`src/rtl/k2_step_pkg.sv`:
```
// Shared types and defaults for the K2 single-step button front end.
// Holds the debounce FSM state encoding and the step counter width.
package k2_step_pkg;

  typedef enum logic [1:0] {
    IDLE         = 2'd0,
    PRESS_WAIT   = 2'd1,
    PRESSED      = 2'd2,
    RELEASE_WAIT = 2'd3
  } step_state_t;

  localparam int DB_CYCLES_DEFAULT = 1_000_000;
  localparam int RUN_DIV_DEFAULT   = 50_000_000;
  localparam int STEP_CNT_W        = 16;

  // Debounced level implied by a state: high once a press has been accepted.
  function automatic logic level_of(input step_state_t st);
    case (st)
      PRESSED, RELEASE_WAIT: level_of = 1'b1;
      default:               level_of = 1'b0;
    endcase
  endfunction

endpackage

```
`src/rtl/sync_2ff.sv`:
```
// Single-bit two-flop synchronizer for asynchronous board inputs
// (push-button and slide switches), asynchronous active-high reset.
module sync_2ff (
  input  logic clk,
  input  logic rst,
  input  logic d,
  output logic q
);

  logic meta_r;
  logic q_r;

  // Two-stage capture of the asynchronous input.
  always_ff @(posedge clk or posedge rst) begin
    if (rst) begin
      meta_r <= 1'b0;
      q_r    <= 1'b0;
    end else begin
      meta_r <= d;
      q_r    <= meta_r;
    end
  end

  assign q = q_r;

endmodule

```
`src/rtl/btn_step_ctrl.sv`:
```
// Debounced single-step pulse generator for the K2 core, with step counter.
// Optional auto-run divider is built only when AUTO_RUN_EN is defined.
module btn_step_ctrl
  import k2_step_pkg::*;
#(
  parameter int DB_CYCLES = DB_CYCLES_DEFAULT,
  parameter int RUN_DIV   = RUN_DIV_DEFAULT
) (
  input  logic                  clk,
  input  logic                  reset,
  input  logic                  btn_in,
  input  logic                  run_mode,
  output logic                  step_en,
  output logic                  btn_level,
  output logic [STEP_CNT_W-1:0] step_count
);

  localparam int CNT_W = $clog2(DB_CYCLES);
  localparam logic [CNT_W-1:0] CNT_LAST = CNT_W'(DB_CYCLES - 1);
  localparam logic [CNT_W-1:0] CNT_ZERO = {CNT_W{1'b0}};
  localparam logic [CNT_W-1:0] CNT_ONE  = CNT_W'(1);

  logic                  btn_s;
  step_state_t           state_r;
  step_state_t           state_nxt_s;
  logic [CNT_W-1:0]      cnt_r;
  logic [CNT_W-1:0]      cnt_nxt_s;
  logic                  press_pulse_s;
  logic                  step_pulse_s;
  logic                  step_en_r;
  logic                  btn_level_r;
  logic [STEP_CNT_W-1:0] step_count_r;

  sync_2ff u_btn_sync (
    .clk (clk),
    .rst (reset),
    .d   (btn_in),
    .q   (btn_s)
  );

  // Debounce FSM state and stability counter.
  always_ff @(posedge clk or posedge reset) begin
    if (reset) begin
      state_r <= IDLE;
      cnt_r   <= CNT_ZERO;
    end else begin
      state_r <= state_nxt_s;
      cnt_r   <= cnt_nxt_s;
    end
  end

  // Next-state logic: a level change is accepted only after DB_CYCLES stable samples.
  always_comb begin
    state_nxt_s   = state_r;
    cnt_nxt_s     = cnt_r;
    press_pulse_s = 1'b0;
    case (state_r)
      IDLE: begin
        cnt_nxt_s = CNT_ZERO;
        if (btn_s) begin
          state_nxt_s = PRESS_WAIT;
        end else begin
          state_nxt_s = IDLE;
        end
      end
      PRESS_WAIT: begin
        if (!btn_s) begin
          state_nxt_s = IDLE;
          cnt_nxt_s   = CNT_ZERO;
        end else if (cnt_r == CNT_LAST) begin
          state_nxt_s   = PRESSED;
          cnt_nxt_s     = CNT_ZERO;
          press_pulse_s = 1'b1;
        end else begin
          state_nxt_s = PRESS_WAIT;
          cnt_nxt_s   = cnt_r + CNT_ONE;
        end
      end
      PRESSED: begin
        cnt_nxt_s = CNT_ZERO;
        if (!btn_s) begin
          state_nxt_s = RELEASE_WAIT;
        end else begin
          state_nxt_s = PRESSED;
        end
      end
      RELEASE_WAIT: begin
        if (btn_s) begin
          // Release bounce: back to PRESSED without a fresh pulse.
          state_nxt_s = PRESSED;
          cnt_nxt_s   = CNT_ZERO;
        end else if (cnt_r == CNT_LAST) begin
          state_nxt_s = IDLE;
          cnt_nxt_s   = CNT_ZERO;
        end else begin
          state_nxt_s = RELEASE_WAIT;
          cnt_nxt_s   = cnt_r + CNT_ONE;
        end
      end
      default: begin
        state_nxt_s = IDLE;
        cnt_nxt_s   = CNT_ZERO;
      end
    endcase
  end

`ifdef AUTO_RUN_EN
  localparam int DIV_W = $clog2(RUN_DIV);
  localparam logic [DIV_W-1:0] DIV_LAST = DIV_W'(RUN_DIV - 1);
  localparam logic [DIV_W-1:0] DIV_ZERO = {DIV_W{1'b0}};
  localparam logic [DIV_W-1:0] DIV_ONE  = DIV_W'(1);

  logic             run_s;
  logic [DIV_W-1:0] div_r;

  sync_2ff u_run_sync (
    .clk (clk),
    .rst (reset),
    .d   (run_mode),
    .q   (run_s)
  );

  // Auto-run period divider, parked at zero whenever auto-run is off.
  always_ff @(posedge clk or posedge reset) begin
    if (reset) begin
      div_r <= DIV_ZERO;
    end else if (!run_s) begin
      div_r <= DIV_ZERO;
    end else if (div_r == DIV_LAST) begin
      div_r <= DIV_ZERO;
    end else begin
      div_r <= div_r + DIV_ONE;
    end
  end

  // In auto-run the divider wrap replaces button presses as the step source.
  always_comb begin
    step_pulse_s = 1'b0;
    if (run_s) begin
      step_pulse_s = (div_r == DIV_LAST);
    end else begin
      step_pulse_s = press_pulse_s;
    end
  end
`else
  logic unused_run_mode_s;
  assign unused_run_mode_s = run_mode;
  assign step_pulse_s      = press_pulse_s;
`endif

  // Registered outputs: step pulse, debounced level and wrapping step counter.
  always_ff @(posedge clk or posedge reset) begin
    if (reset) begin
      step_en_r    <= 1'b0;
      btn_level_r  <= 1'b0;
      step_count_r <= {STEP_CNT_W{1'b0}};
    end else begin
      step_en_r   <= step_pulse_s;
      btn_level_r <= level_of(state_nxt_s);
      if (step_pulse_s) begin
        step_count_r <= step_count_r + STEP_CNT_W'(1);
      end
    end
  end

  assign step_en    = step_en_r;
  assign btn_level  = btn_level_r;
  assign step_count = step_count_r;

endmodule

```
`config.mk`:
```
export PLATFORM = sky130hd
export DESIGN_NAME = btn_step_ctrl
export DESIGN_NICKNAME = d
export VERILOG_FILES = /design/src/rtl/k2_step_pkg.sv /design/src/rtl/sync_2ff.sv /design/src/rtl/btn_step_ctrl.sv
export SDC_FILE = /design/constraint.sdc
export NUM_CORES = 1
export LEC_CHECK = 0
export BUFFER_PORTS_ARGS = -buffer_cell sky130_fd_sc_hd__buf_4
export CORE_AREA = 2 2 77 79
export DETAILED_ROUTE_END_ITERATION = 8
export DIE_AREA = 0 0 79 81
export PLACE_DENSITY = 0.54
export SYNTH_ARGS = -nofsm -noshare
export SYNTH_HDL_FRONTEND = slang
export SYNTH_SLANG_ARGS = --single-unit
export TNS_END_PERCENT = 100
```
`constraint.sdc`:
```
create_clock -name clk -period 2.76 [get_ports clk]
set_input_delay 0.552 -clock clk [delete_from_list [all_inputs] [get_ports clk]]
set_output_delay 0.552 -clock clk [all_outputs]
set_load 0.01 [all_outputs]
```
## Word-level counts from Yosys, hierarchy flattened

Index checks and enable logic that the tools add are counted.

| cells by class | value |
|---|---|
| add/subtract/negate cells | 2 |
| eq/ne operators | 6 |
| mux-type cells | 15 |
| reductions and logical operators | 3 |

Operators with widths:

| operator | count |
|---|---|
| two-way mux 20 bit | 3 |
| one-hot mux 20 bit (3 select lines) | 1 |
| adder 20 x 1 -> 20 bit, second input constant | 1 |
| equality test 20 bit, second input constant | 1 |
| adder 16 x 1 -> 16 bit, second input constant | 1 |
| equality test 2 bit, second input constant | 4 |
| two-way mux 2 bit | 4 |
| one-hot mux 2 bit (4 select lines) | 1 |
| two-way mux 1 bit | 6 |
| OR reduction 2 bit | 2 |
| equality test 2 x 1 -> 1 bit, second input constant | 1 |
| zero test 2 bit | 1 |

| word-level totals | value |
|---|---|
| flip-flop bits (word level) | 42 |
| input port bits | 4 |
| output and inout bits | 18 |
| logic and storage cells | 33 |

## Depth between registers and ports, before layout

Gate-level depths: netlist (run 1).

| logic depth | value |
|---|---|
| depth after elaboration | 7 |
| mapped depth | 6 |
| mapped depth without buffers | 5 |

## By module

From an unflattened synthesis (run 1), not the netlist that was laid out.

| second synthesis, totals | value |
|---|---|
| cell total of the unflattened synthesis | 187 |
| area total of the unflattened synthesis | 2,173.3 um^2 |

By module, submodules not included:

| module | instances | cells each | area an instance (um^2) | seq. area each (um^2) |
|---|---|---|---|---|
| btn_step_ctrl | 1 | 184 | 2,119.5 | 1,001.0 |
| sync_2ff | 1 | 3 | 53.8 | 50.0 |

## Least setup slack after synthesis (run 1)

OpenSTA, ideal clock, no wires.

| timing path | value |
|---|---|
| kind | register -> register |
| start | reg cnt_r[6] |
| end | reg step_count_r[1], in the netlist step_count[1] |
| library setup time | 0.128 ns |
| data arrival time | 1.630 ns |
| required time | 2.632 ns |
| path slack | 1.003 ns |
| stages on the path, launching flop included | 5 |
| path buffers | 0 |
| clock period less this slack | 1.757 ns |
| path through | dfrtp_1 nor4b_4 nand4_4 nor3_4 mux2_1 |

| on the way | value |
|---|---|
| word-level cells in the longest chain between the ends | 4 |

Ends and longest elaborated chain:

| element | RTL line | text |
|---|---|---|
| start, declared | btn_step_ctrl.sv:26 | `logic [CNT_W-1:0] cnt_r;` |
| start signal, assigned | btn_step_ctrl.sv:48 | `cnt_r <= cnt_nxt_s;` |
| equality test 20 bit | btn_step_ctrl.sv:70 | `end else if (cnt_r == CNT_LAST) begin` |
| two-way mux 1 bit | btn_step_ctrl.sv:70 |  |
| two-way mux 1 bit | btn_step_ctrl.sv:67 | `if (!btn_s) begin` |
| two-way mux 1 bit | btn_step_ctrl.sv:57 | `case (state_r)` |
| via press_pulse_s | btn_step_ctrl.sv:28 | `logic press_pulse_s;` |
| end signal, assigned | btn_step_ctrl.sv:156 | `step_count_r <= {STEP_CNT_W{1'b0}};` |
| end signal, assigned | btn_step_ctrl.sv:161 | `step_count_r <= step_count_r + STEP_CNT_W'(1);` |
| end, declared | btn_step_ctrl.sv:32 | `logic [STEP_CNT_W-1:0] step_count_r;` |

The timed path passes the listed nets, and every way through them passes these cells.
A chain may end at the register's enable or synchronous reset.

## Worst setup path in the final report (run 1)

| timing path | value |
|---|---|
| start | reg cnt_r[10] |
| end | reg step_count_r[1], in the netlist step_count[1] |

The elaborated chain is that of the path after synthesis.

==> results of run 1 <==
## flip-flops by register name, indices dropped and copies added (netlist names)
register	cells
btn_level	1
cnt_r	20
state_r	2
step_count	16
step_en	1
u_btn_sync.meta_r	1
u_btn_sync.q	1
## per-stage QoR
step | setup slack [ns] | cell area (um2)
detailed placement | 0.819 | 2390
global route | 0.692 | 2500
finish | 0.821 | 2500
CTS | 0.810 | 2500
global placement | 0.867 | 2390
floorplan | 1.00 | 2170
## routing by layer
| metal | part of all wire [%] | global-route usage [%] |
|---|---|---|
| met3 | 3.3 | 4.11 |
| met1 | 45 | 17.1 |
| met4 | 1.4 | 5.69 |
| met2 | 50 | 24.0 |
| met5 | 0 | 0 |
## layout make-up
class | instances | area (um2) | share of cell area (%)
Tap cell | 75 | 93.8 | 3.76
Timing Repair Buffer | 23 | 173 | 6.91
Clock buffer | 5 | 68.8 | 2.75
Sequential cell | 42 | 1050 | 42.1
Inverter | 6 | 22.5 | 0.901
Clock inverter | 3 | 40.0 | 1.60
Multi-Input combinational cell | 132 | 1050 | 42.0
## Yosys cell counts (all sizes together), types with 3 or more instances
library cell,count,share of area (%)
inv,6,1.0
xor2,27,11
nand2,9,1.6
nand3,11,3.7
nor3,7,2.4
nand4,13,5.8
mux2,3,1.6
a21oi,5,1.3
nor2,15,2.6
and4,5,2.1
dfrtp,42,48
buf,6,2.1
o31ai,3,1.0
or4,3,1.2
nor4,9,5.6
and3,4,1.2
## where the power goes
part | switching [mW] | total [mW] | internal (mW) | leakage (nW)
combinational | 0.0225 | 0.0295 | 0.00702 | 0.502
sequential | 0.00286 | 0.621 | 0.618 | 0.579
clock | 0.221 | 0.487 | 0.266 | 0.0579
total | 0.246 | 1.14 | 0.892 | 1.14
## worst max-delay path by stage
stage                     depth (start not counted)             to  slack, ns      start
after floorplan                                   4  step_count[1]       1.00   cnt_r[6]
after global placement                            4  step_count[1]       0.87   cnt_r[6]
after detailed placement                          4  step_count[1]       0.82  cnt_r[10]
after CTS                                         4  step_count[1]       0.81  cnt_r[10]
after global routing                              4  step_count[1]       0.69  cnt_r[10]
final                                             4  step_count[1]       0.82  cnt_r[10]
## logic make-up (layout without fill, tap and decap cells)
logic type	after synthesis	count (layout)
XOR/XNOR	29	29
AND/OR/NAND/NOR	86	86
AO/OA/AOI/OAI	12	12
buffers and inverters	12	37
adder cells (fa/ha/maj)	2	2
flip-flops	42	42
multiplexers	3	3
==> flow_summary.html, run 1 <==
<table>
<tr><th>Metric</th><th>Value</th></tr>
<tr><th colspan="2">Outcome</th></tr>
<tr><td>Outcome</td><td>completed</td></tr>
<tr><th colspan="2">Timing</th></tr>
<tr><td>Final clock period utilization by the worst path</td><td>70.2%</td></tr>
<tr><td>Highest Clock Rate</td><td>0.516 GHz</td></tr>
<tr><td>Max-slew headroom</td><td>63.4%</td></tr>
<tr><td>Setup violations, final</td><td>0</td></tr>
<tr><td>Final hold violations</td><td>0</td></tr>
<tr><td>Measured slew at the worst slew-check pin</td><td>0.549 ns</td></tr>
<tr><td>Final-report max-slew violation count</td><td>0</td></tr>
<tr><td>Worst hold slack</td><td>0.354 ns</td></tr>
<tr><td>Setup TNS Final</td><td>0 ns</td></tr>
<tr><td>RSZ-0062 raised after global routing</td><td>no</td></tr>
<tr><td>Final min period</td><td>1.94 ns</td></tr>
<tr><td>Clock skew after layout</td><td>0.00867 ns</td></tr>
<tr><th colspan="2">Logic synthesis</th></tr>
<tr><td>Number of distinct library cells after synthesis</td><td>38</td></tr>
<tr><td>Number of nets in the synthesized netlist</td><td>192</td></tr>
<tr><td>Fraction of the mapped netlist area in simple logic gates</td><td>30.4%</td></tr>
<tr><td>Number of synthesis warnings</td><td>0</td></tr>
<tr><td>Number of synthesized flops with an enable pin</td><td>0</td></tr>
<tr><td>Mean instance size in the synthesized netlist</td><td>11.7 um2</td></tr>
<tr><td>Netlist area before placement</td><td>2170 um2</td></tr>
<tr><td>Number of instances in the synthesized netlist</td><td>186</td></tr>
<tr><td>Adder and majority gate portion of the synthesized area</td><td>1.15%</td></tr>
<tr><td>Seq cells post-synth</td><td>42</td></tr>
<tr><td>Proportion of register bits with asynchronous set or reset after synthesis</td><td>100%</td></tr>
<tr><td>Post-synthesis sequential area ratio</td><td>48.4%</td></tr>
<tr><td>Main combinational cell family by area after synthesis</td><td>simple AND/OR/NAND/NOR gates</td></tr>
<tr><td>Complex-gate fraction of the synthesized area</td><td>3.58%</td></tr>
<tr><td>Dominant synthesized flop cell</td><td>sky130_fd_sc_hd__dfrtp_1</td></tr>
<tr><td>Mux contribution to synthesized area</td><td>1.56%</td></tr>
<tr><td>Xor and xnor area share after synthesis</td><td>11.7%</td></tr>
<tr><th colspan="2">Worst hold path</th></tr>
<tr><td>Worst Hold Endpoint</td><td>u_btn_sync.meta_r</td></tr>
<tr><td>Kind of path behind the tightest hold check</td><td>in -&gt; reg</td></tr>
<tr><td>Cell count of the worst hold path</td><td>1</td></tr>
<tr><td>Startpoint of the tightest hold check path</td><td>btn_in</td></tr>
<tr><th colspan="2">Setup path</th></tr>
<tr><td>Delay contributed by the slowest stage of the critical path</td><td>0.47 ns</td></tr>
<tr><td>Critical path fanouts, max</td><td>8</td></tr>
<tr><td>Endpoint required time on the critical path</td><td>2.94 ns</td></tr>
<tr><td>Crit path cell chain</td><td>nor4_4 &gt; nand4_4 &gt; nor3_4 &gt; mux2_1</td></tr>
<tr><td>Reg-to-reg startpoint</td><td>cnt_r[10]</td></tr>
<tr><td>Reg2Reg Depth</td><td>4</td></tr>
<tr><td>Type of element capturing the critical path</td><td>register</td></tr>
<tr><td>Arrival time reported for the critical path endpoint</td><td>2.12 ns</td></tr>
<tr><td>Reg-to-reg critical path endpoint</td><td>step_count[1]</td></tr>
<tr><td>Crit path kind</td><td>reg -&gt; reg</td></tr>
<tr><td>Reg-to-reg slack, setup</td><td>0.82 ns</td></tr>
<tr><td>CP Buf/Inv Count</td><td>0</td></tr>
<tr><td>Sort of element at the start of the critical path</td><td>register</td></tr>
<tr><td>Critical path's top delay family</td><td>simple AND/OR/NAND/NOR gates</td></tr>
<tr><td>Master of the slowest instance on the critical path</td><td>sky130_fd_sc_hd__dfrtp_1</td></tr>
<tr><th colspan="2">CTS</th></tr>
<tr><td>Latest clock arrival within the worst-skew pair</td><td>0.30 ns</td></tr>
<tr><td>Total of cells resized after clock tree synthesis</td><td>0</td></tr>
<tr><td>Number of sinks handled by clock tree synthesis</td><td>42</td></tr>
<tr><td>CTS Buffer Depth</td><td>2</td></tr>
<tr><td>H-tree levels</td><td>2</td></tr>
<tr><td>CTS clock-pin slew for the worst setup and hold paths</td><td>0.08 ns</td></tr>
<tr><td>Hold buffers post-CTS</td><td>0</td></tr>
<tr><td>Clock tree root buffer cell</td><td>sky130_fd_sc_hd__clkbuf_8</td></tr>
<tr><td>Buffer count from post-CTS setup fixing</td><td>0</td></tr>
<tr><td>CTS tree</td><td>built</td></tr>
<tr><td>Number of buffers created by CTS</td><td>5</td></tr>
<tr><th colspan="2">Run</th></tr>
<tr><td>Count of max-cap constraint violations</td><td>0</td></tr>
<tr><th colspan="2">Global route</th></tr>
<tr><td>Overall global routing resource usage</td><td>14.2%</td></tr>
<tr><td>Number of global-route vias before repair</td><td>1531</td></tr>
<tr><td>Final global-route overflow total</td><td>0</td></tr>
<tr><td>Largest net degree at the start of global routing</td><td>43</td></tr>
<tr><td>Wire length of the first global-routing pass</td><td>7.09 mm</td></tr>
<tr><td>Antenna violations before repair</td><td>0</td></tr>
<tr><th colspan="2">Cells and area</th></tr>
<tr><td>Commonest cells after routing, fill and taps aside</td><td>42 x sky130_fd_sc_hd__dfrtp_1, 27 x sky130_fd_sc_hd__xor2_1, 23 x sky130_fd_sc_hd__buf_4, 15 x sky130_fd_sc_hd__nor2_1, 10 x sky130_fd_sc_hd__nand4_1</td></tr>
<tr><td>Synth-to-Final Area Change</td><td>15.2%</td></tr>
<tr><td>Fin cells</td><td>286</td></tr>
<tr><td>Total of fill cells in the finished design</td><td>566</td></tr>
<tr><td>Post-layout net count</td><td>216</td></tr>
<tr><td>End-of-flow core utilization</td><td>44.0%</td></tr>
<tr><td>Most common library cell in the layout ignoring fill and taps</td><td>sky130_fd_sc_hd__dfrtp_1</td></tr>
<tr><td>Layout cell share with drive strength beyond 1</td><td>25.1%</td></tr>
<tr><td>Diodes inserted</td><td>0</td></tr>
<tr><th colspan="2">Power</th></tr>
<tr><td>Peak ir drop on the vdd network</td><td>0.000285 V</td></tr>
<tr><td>LEAKAGE</td><td>1.14 nW</td></tr>
<tr><td>Power Dens Cells</td><td>455 nW/um2</td></tr>
<tr><td>Post-layout power</td><td>1.14 mW</td></tr>
<tr><th colspan="2">Die</th></tr>
<tr><td>Die Area</td><td>6400 um2</td></tr>
<tr><td>Initial Utilization</td><td>38.2%</td></tr>
<tr><td>Area inside the core boundary</td><td>5680 um2</td></tr>
<tr><td>Vertical extent of the die</td><td>81 um</td></tr>
<tr><td>Io pins</td><td>22</td></tr>
<tr><td>Width of the die</td><td>79 um</td></tr>
<tr><td>Site row count</td><td>28</td></tr>
<tr><th colspan="2">Drt</th></tr>
<tr><td>Via Count</td><td>1504</td></tr>
<tr><td>Detailed-route wire length per cell</td><td>14.6 um</td></tr>
<tr><td>DRC violation count after routing</td><td>0</td></tr>
<tr><td>Violation count after the first detailed-routing iteration</td><td>67</td></tr>
<tr><td>Via/cell ratio</td><td>5.26</td></tr>
<tr><td>Final routed wirelength across all metal layers</td><td>4.17 mm</td></tr>
<tr><td>DR pass1 iterations</td><td>4</td></tr>
<tr><td>Antenna violation net count after detailed routing</td><td>0</td></tr>
<tr><th colspan="2">Placed design</th></tr>
<tr><td>GP Congestion</td><td>0.764</td></tr>
<tr><td>Number of placed cells counting well taps</td><td>278</td></tr>
<tr><td>Post-DP HPWL</td><td>2.92 mm</td></tr>
<tr><td>Count of buffers inserted at the top-level ports</td><td>20</td></tr>
</table>
Power figures use the tool's default switching activity.
==> run 2, diff against run 1 <==
==> constraint.sdc (replaced) <==
create_clock -name clk -period 1.9 [get_ports clk]
set_input_delay 0.38 -clock clk [delete_from_list [all_inputs] [get_ports clk]]
set_output_delay 0.38 -clock clk [all_outputs]
set_load 0.01 [all_outputs]
==> flow_summary.html, run 2 (same netlist as run 1, synthesis figures left out) <==
<table>
<tr><th>Metric</th><th>Value</th></tr>
<tr><th colspan="2">CTS</th></tr>
<tr><td>CTS clock-pin slew for the worst setup and hold paths</td><td>0.08 ns (about the same)</td></tr>
<tr><td>Latest clock arrival within the worst-skew pair</td><td>0.30 ns (about the same)</td></tr>
<tr><td>H-tree levels</td><td>2 (unchanged)</td></tr>
<tr><td>CTS tree</td><td>built (unchanged)</td></tr>
<tr><td>Clock tree root buffer cell</td><td>sky130_fd_sc_hd__clkbuf_8 (unchanged)</td></tr>
<tr><td>Hold buffers post-CTS</td><td>0 (unchanged)</td></tr>
<tr><td>CTS Buffer Depth</td><td>2 (unchanged)</td></tr>
<tr><td>Number of sinks handled by clock tree synthesis</td><td>42 (unchanged)</td></tr>
<tr><td>Number of buffers created by CTS</td><td>5 (unchanged)</td></tr>
<tr><th colspan="2">Cells and area</th></tr>
<tr><td>Layout cell share with drive strength beyond 1</td><td>27.2% (was 25.1%)</td></tr>
<tr><td>Post-layout net count</td><td>223 (was 216)</td></tr>
<tr><td>Synth-to-Final Area Change</td><td>16.7% (was 15.2%)</td></tr>
<tr><td>Diodes inserted</td><td>0 (unchanged)</td></tr>
<tr><td>Final design instance area without fill</td><td>2530 um2 (was 2500 um2)</td></tr>
<tr><td>Max FFs per register</td><td>20 (unchanged)</td></tr>
<tr><td>Commonest cells after routing, fill and taps aside</td><td>41 x sky130_fd_sc_hd__dfrtp_1, 30 x sky130_fd_sc_hd__buf_4, 27 x sky130_fd_sc_hd__xor2_1, 15 x sky130_fd_sc_hd__nor2_1, 10 x sky130_fd_sc_hd__nand4_1 (was 42 x sky130_fd_sc_hd__dfrtp_1, 27 x sky130_fd_sc_hd__xor2_1, 23 x sky130_fd_sc_hd__buf_4, 15 x sky130_fd_sc_hd__nor2_1, 10 x sky130_fd_sc_hd__nand4_1)</td></tr>
<tr><td>Register name with the most flops</td><td>cnt_r (unchanged)</td></tr>
<tr><td>Most common library cell in the layout ignoring fill and taps</td><td>sky130_fd_sc_hd__dfrtp_1 (unchanged)</td></tr>
<tr><th colspan="2">Worst hold path</th></tr>
<tr><td>Kind of path behind the tightest hold check</td><td>in -&gt; reg (unchanged)</td></tr>
<tr><td>Cell count of the worst hold path</td><td>1 (unchanged)</td></tr>
<tr><th colspan="2">Die</th></tr>
<tr><td>Area inside the core boundary</td><td>5680 um2 (unchanged)</td></tr>
<tr><td>Io pins</td><td>22 (unchanged)</td></tr>
<tr><td>Vertical extent of the die</td><td>81 um (unchanged)</td></tr>
<tr><td>Die Area</td><td>6400 um2 (unchanged)</td></tr>
<tr><td>Initial Utilization</td><td>38.2% (unchanged)</td></tr>
<tr><td>Width of the die</td><td>79 um (unchanged)</td></tr>
<tr><td>Site row count</td><td>28 (unchanged)</td></tr>
<tr><th colspan="2">Timing</th></tr>
<tr><td>Clock skew after layout</td><td>0.00932 ns (was 0.00867 ns)</td></tr>
<tr><td>Post-route setup slack</td><td>0.109 ns (was 0.821 ns)</td></tr>
<tr><td>Setup TNS Final</td><td>0 ns (unchanged)</td></tr>
<tr><td>Highest Clock Rate</td><td>0.558 GHz (was 0.516 GHz)</td></tr>
<tr><td>Worst hold slack</td><td>0.182 ns (was 0.354 ns)</td></tr>
<tr><td>Final min period</td><td>1.79 ns (was 1.94 ns)</td></tr>
<tr><td>Final-report max-slew violation count</td><td>0 (unchanged)</td></tr>
<tr><td>Final hold violations</td><td>0 (unchanged)</td></tr>
<tr><td>Setup violations, final</td><td>0 (unchanged)</td></tr>
<tr><td>Max-slew headroom</td><td>63.5% (was 63.4%)</td></tr>
<tr><td>RSZ-0062 raised after global routing</td><td>no (unchanged)</td></tr>
<tr><td>Measured slew at the worst slew-check pin</td><td>0.547 ns (was 0.549 ns)</td></tr>
<tr><td>Final clock period utilization by the worst path</td><td>94.3% (was 70.2%)</td></tr>
<tr><th colspan="2">Drt</th></tr>
<tr><td>DRC violation count after routing</td><td>0 (unchanged)</td></tr>
<tr><td>DR pass1 iterations</td><td>4 (unchanged)</td></tr>
<tr><td>Violation count after the first detailed-routing iteration</td><td>84 (was 67)</td></tr>
<tr><td>Via Count</td><td>1476 (was 1504)</td></tr>
<tr><td>Detailed-route wire length per cell</td><td>14.2 um (was 14.6 um)</td></tr>
<tr><td>Via/cell ratio</td><td>5.05 (was 5.26)</td></tr>
<tr><td>Antenna violation net count after detailed routing</td><td>0 (unchanged)</td></tr>
<tr><td>Final routed wirelength across all metal layers</td><td>4.16 mm (was 4.17 mm)</td></tr>
<tr><th colspan="2">Global route</th></tr>
<tr><td>GR peak layer</td><td>met2 (unchanged)</td></tr>
<tr><td>Antenna violations before repair</td><td>0 (unchanged)</td></tr>
<tr><td>GR Layer Usage met3</td><td>3.11% (was 4.11%)</td></tr>
<tr><td>Number of global-route vias before repair</td><td>1508 (was 1531)</td></tr>
<tr><td>Largest net degree at the start of global routing</td><td>43 (unchanged)</td></tr>
<tr><td>Final global-route overflow total</td><td>0 (unchanged)</td></tr>
<tr><td>Global-route met1 utilization</td><td>17.0% (was 17.1%)</td></tr>
<tr><td>GR Layer Usage met2</td><td>23.9% (was 24.0%)</td></tr>
<tr><td>Wire length of the first global-routing pass</td><td>6.98 mm (was 7.09 mm)</td></tr>
<tr><td>Overall global routing resource usage</td><td>14.0% (was 14.2%)</td></tr>
<tr><th colspan="2">Run</th></tr>
<tr><td>Count of max-cap constraint violations</td><td>0 (unchanged)</td></tr>
<tr><th colspan="2">Setup path</th></tr>
<tr><td>Critical path fanouts, max</td><td>8 (unchanged)</td></tr>
<tr><td>Type of element capturing the critical path</td><td>register (unchanged)</td></tr>
<tr><td>Reg2Reg Depth</td><td>4 (unchanged)</td></tr>
<tr><td>Sort of element at the start of the critical path</td><td>register (unchanged)</td></tr>
<tr><td>Arrival time reported for the critical path endpoint</td><td>1.98 ns (was 2.12 ns)</td></tr>
<tr><td>Endpoint required time on the critical path</td><td>2.09 ns (was 2.94 ns)</td></tr>
<tr><td>Crit path kind</td><td>reg -&gt; reg (unchanged)</td></tr>
<tr><th colspan="2">Power</th></tr>
<tr><td>Peak ir drop on the vdd network</td><td>0.000390 V (was 0.000285 V)</td></tr>
<tr><td>Post-layout power</td><td>1.50 mW (was 1.14 mW)</td></tr>
<tr><td>LEAKAGE</td><td>1.17 nW (was 1.14 nW)</td></tr>
<tr><td>Power Dens Cells</td><td>594 nW/um2 (was 455 nW/um2)</td></tr>
<tr><th colspan="2">Placed design</th></tr>
<tr><td>Cell area reported after detailed placement</td><td>2430 um2 (was 2390 um2)</td></tr>
<tr><td>Worst-case setup slack after placement</td><td>0.0844 ns (was 0.819 ns)</td></tr>
<tr><td>Post-DP HPWL</td><td>2.94 mm (was 2.92 mm)</td></tr>
<tr><td>GP Congestion</td><td>0.782 (was 0.764)</td></tr>
<tr><td>Count of buffers inserted at the top-level ports</td><td>20 (unchanged)</td></tr>
<tr><th colspan="2">Outcome</th></tr>
<tr><td>Outcome</td><td>completed (unchanged)</td></tr>
</table>
==> run 2: cell types whose count changed in the layout (fill, tap and decap cells not counted) <==
cell                         previous run  this run
sky130_fd_sc_hd__clkinvlp_4             0         1
sky130_fd_sc_hd__dfrtp_1               42        41
sky130_fd_sc_hd__clkinv_2               2         0
sky130_fd_sc_hd__nor4_4                 1         2
sky130_fd_sc_hd__nor4_2                 8         7
sky130_fd_sc_hd__clkbuf_1               0         1
sky130_fd_sc_hd__dfrtp_2                0         1
sky130_fd_sc_hd__buf_4                 23        30
sky130_fd_sc_hd__bufinv_16              1         0
==> run 2: stage by stage <==
step / cells / utilization, %
global placement: 284 / 42.9
floorplan: 186 / -
global route: 292 / 44.6
finish: 292 / 44.6
CTS: 291 / 44.3
detailed placement: 284 / 42.9
==> run 2: where the power goes <==
part | switching (mW) | internal [mW]
Sequential | 0.00385 | 0.898
Combinational | 0.0331 | 0.0118
Clock | 0.304 | 0.252
==> run 2: cell type report <==
type / instances / area [um2]
Fill cell: 552 / 3140
Multi-Input combinational cell: 132 / 1060
Sequential cell: 42 / 1050
Timing Repair Buffer: 30 / 225
Tap cell: 75 / 93.8
Clock buffer: 6 / 72.6
Inverter: 6 / 22.5
Clock inverter: 1 / 7.51
==> run 2: timing repair <==
item                       in CTS  in global routing
setup buffers                   0                  1
setup endpoints to repair       0                  8
gates resized for setup         0                  2
==> run 2: worst paths after layout <==
check	start	endpoint	slack, ns
max	cnt_r[8]	state_r[1]	0.11
min	btn_in	u_btn_sync.meta_r	0.18
max reg2reg	cnt_r[8]	state_r[1]	0.11
min reg2reg	u_btn_sync.meta_r	u_btn_sync.q	0.36
max in group asynchronous	reset	cnt_r[8]	1.28
min in group asynchronous	reset	step_count[6]	0.22
==> run 2: layer usage <==
layer	vias up	routed length, um	share of wire [%]
met5	-	0	0
li1	727	-	-
met3	6	106	2.6
met2	18	2070	50
met1	725	1910	46
met4	0	71	1.7
==> run 2: worst max-delay path, cell delays in order (launching register included) <==
cell and delay, ns:
sky130_fd_sc_hd__dfrtp_2 0.46, sky130_fd_sc_hd__nor4b_4 0.36, sky130_fd_sc_hd__nand4_4 0.25, sky130_fd_sc_hd__nor3_2 0.27, sky130_fd_sc_hd__mux2_1 0.34
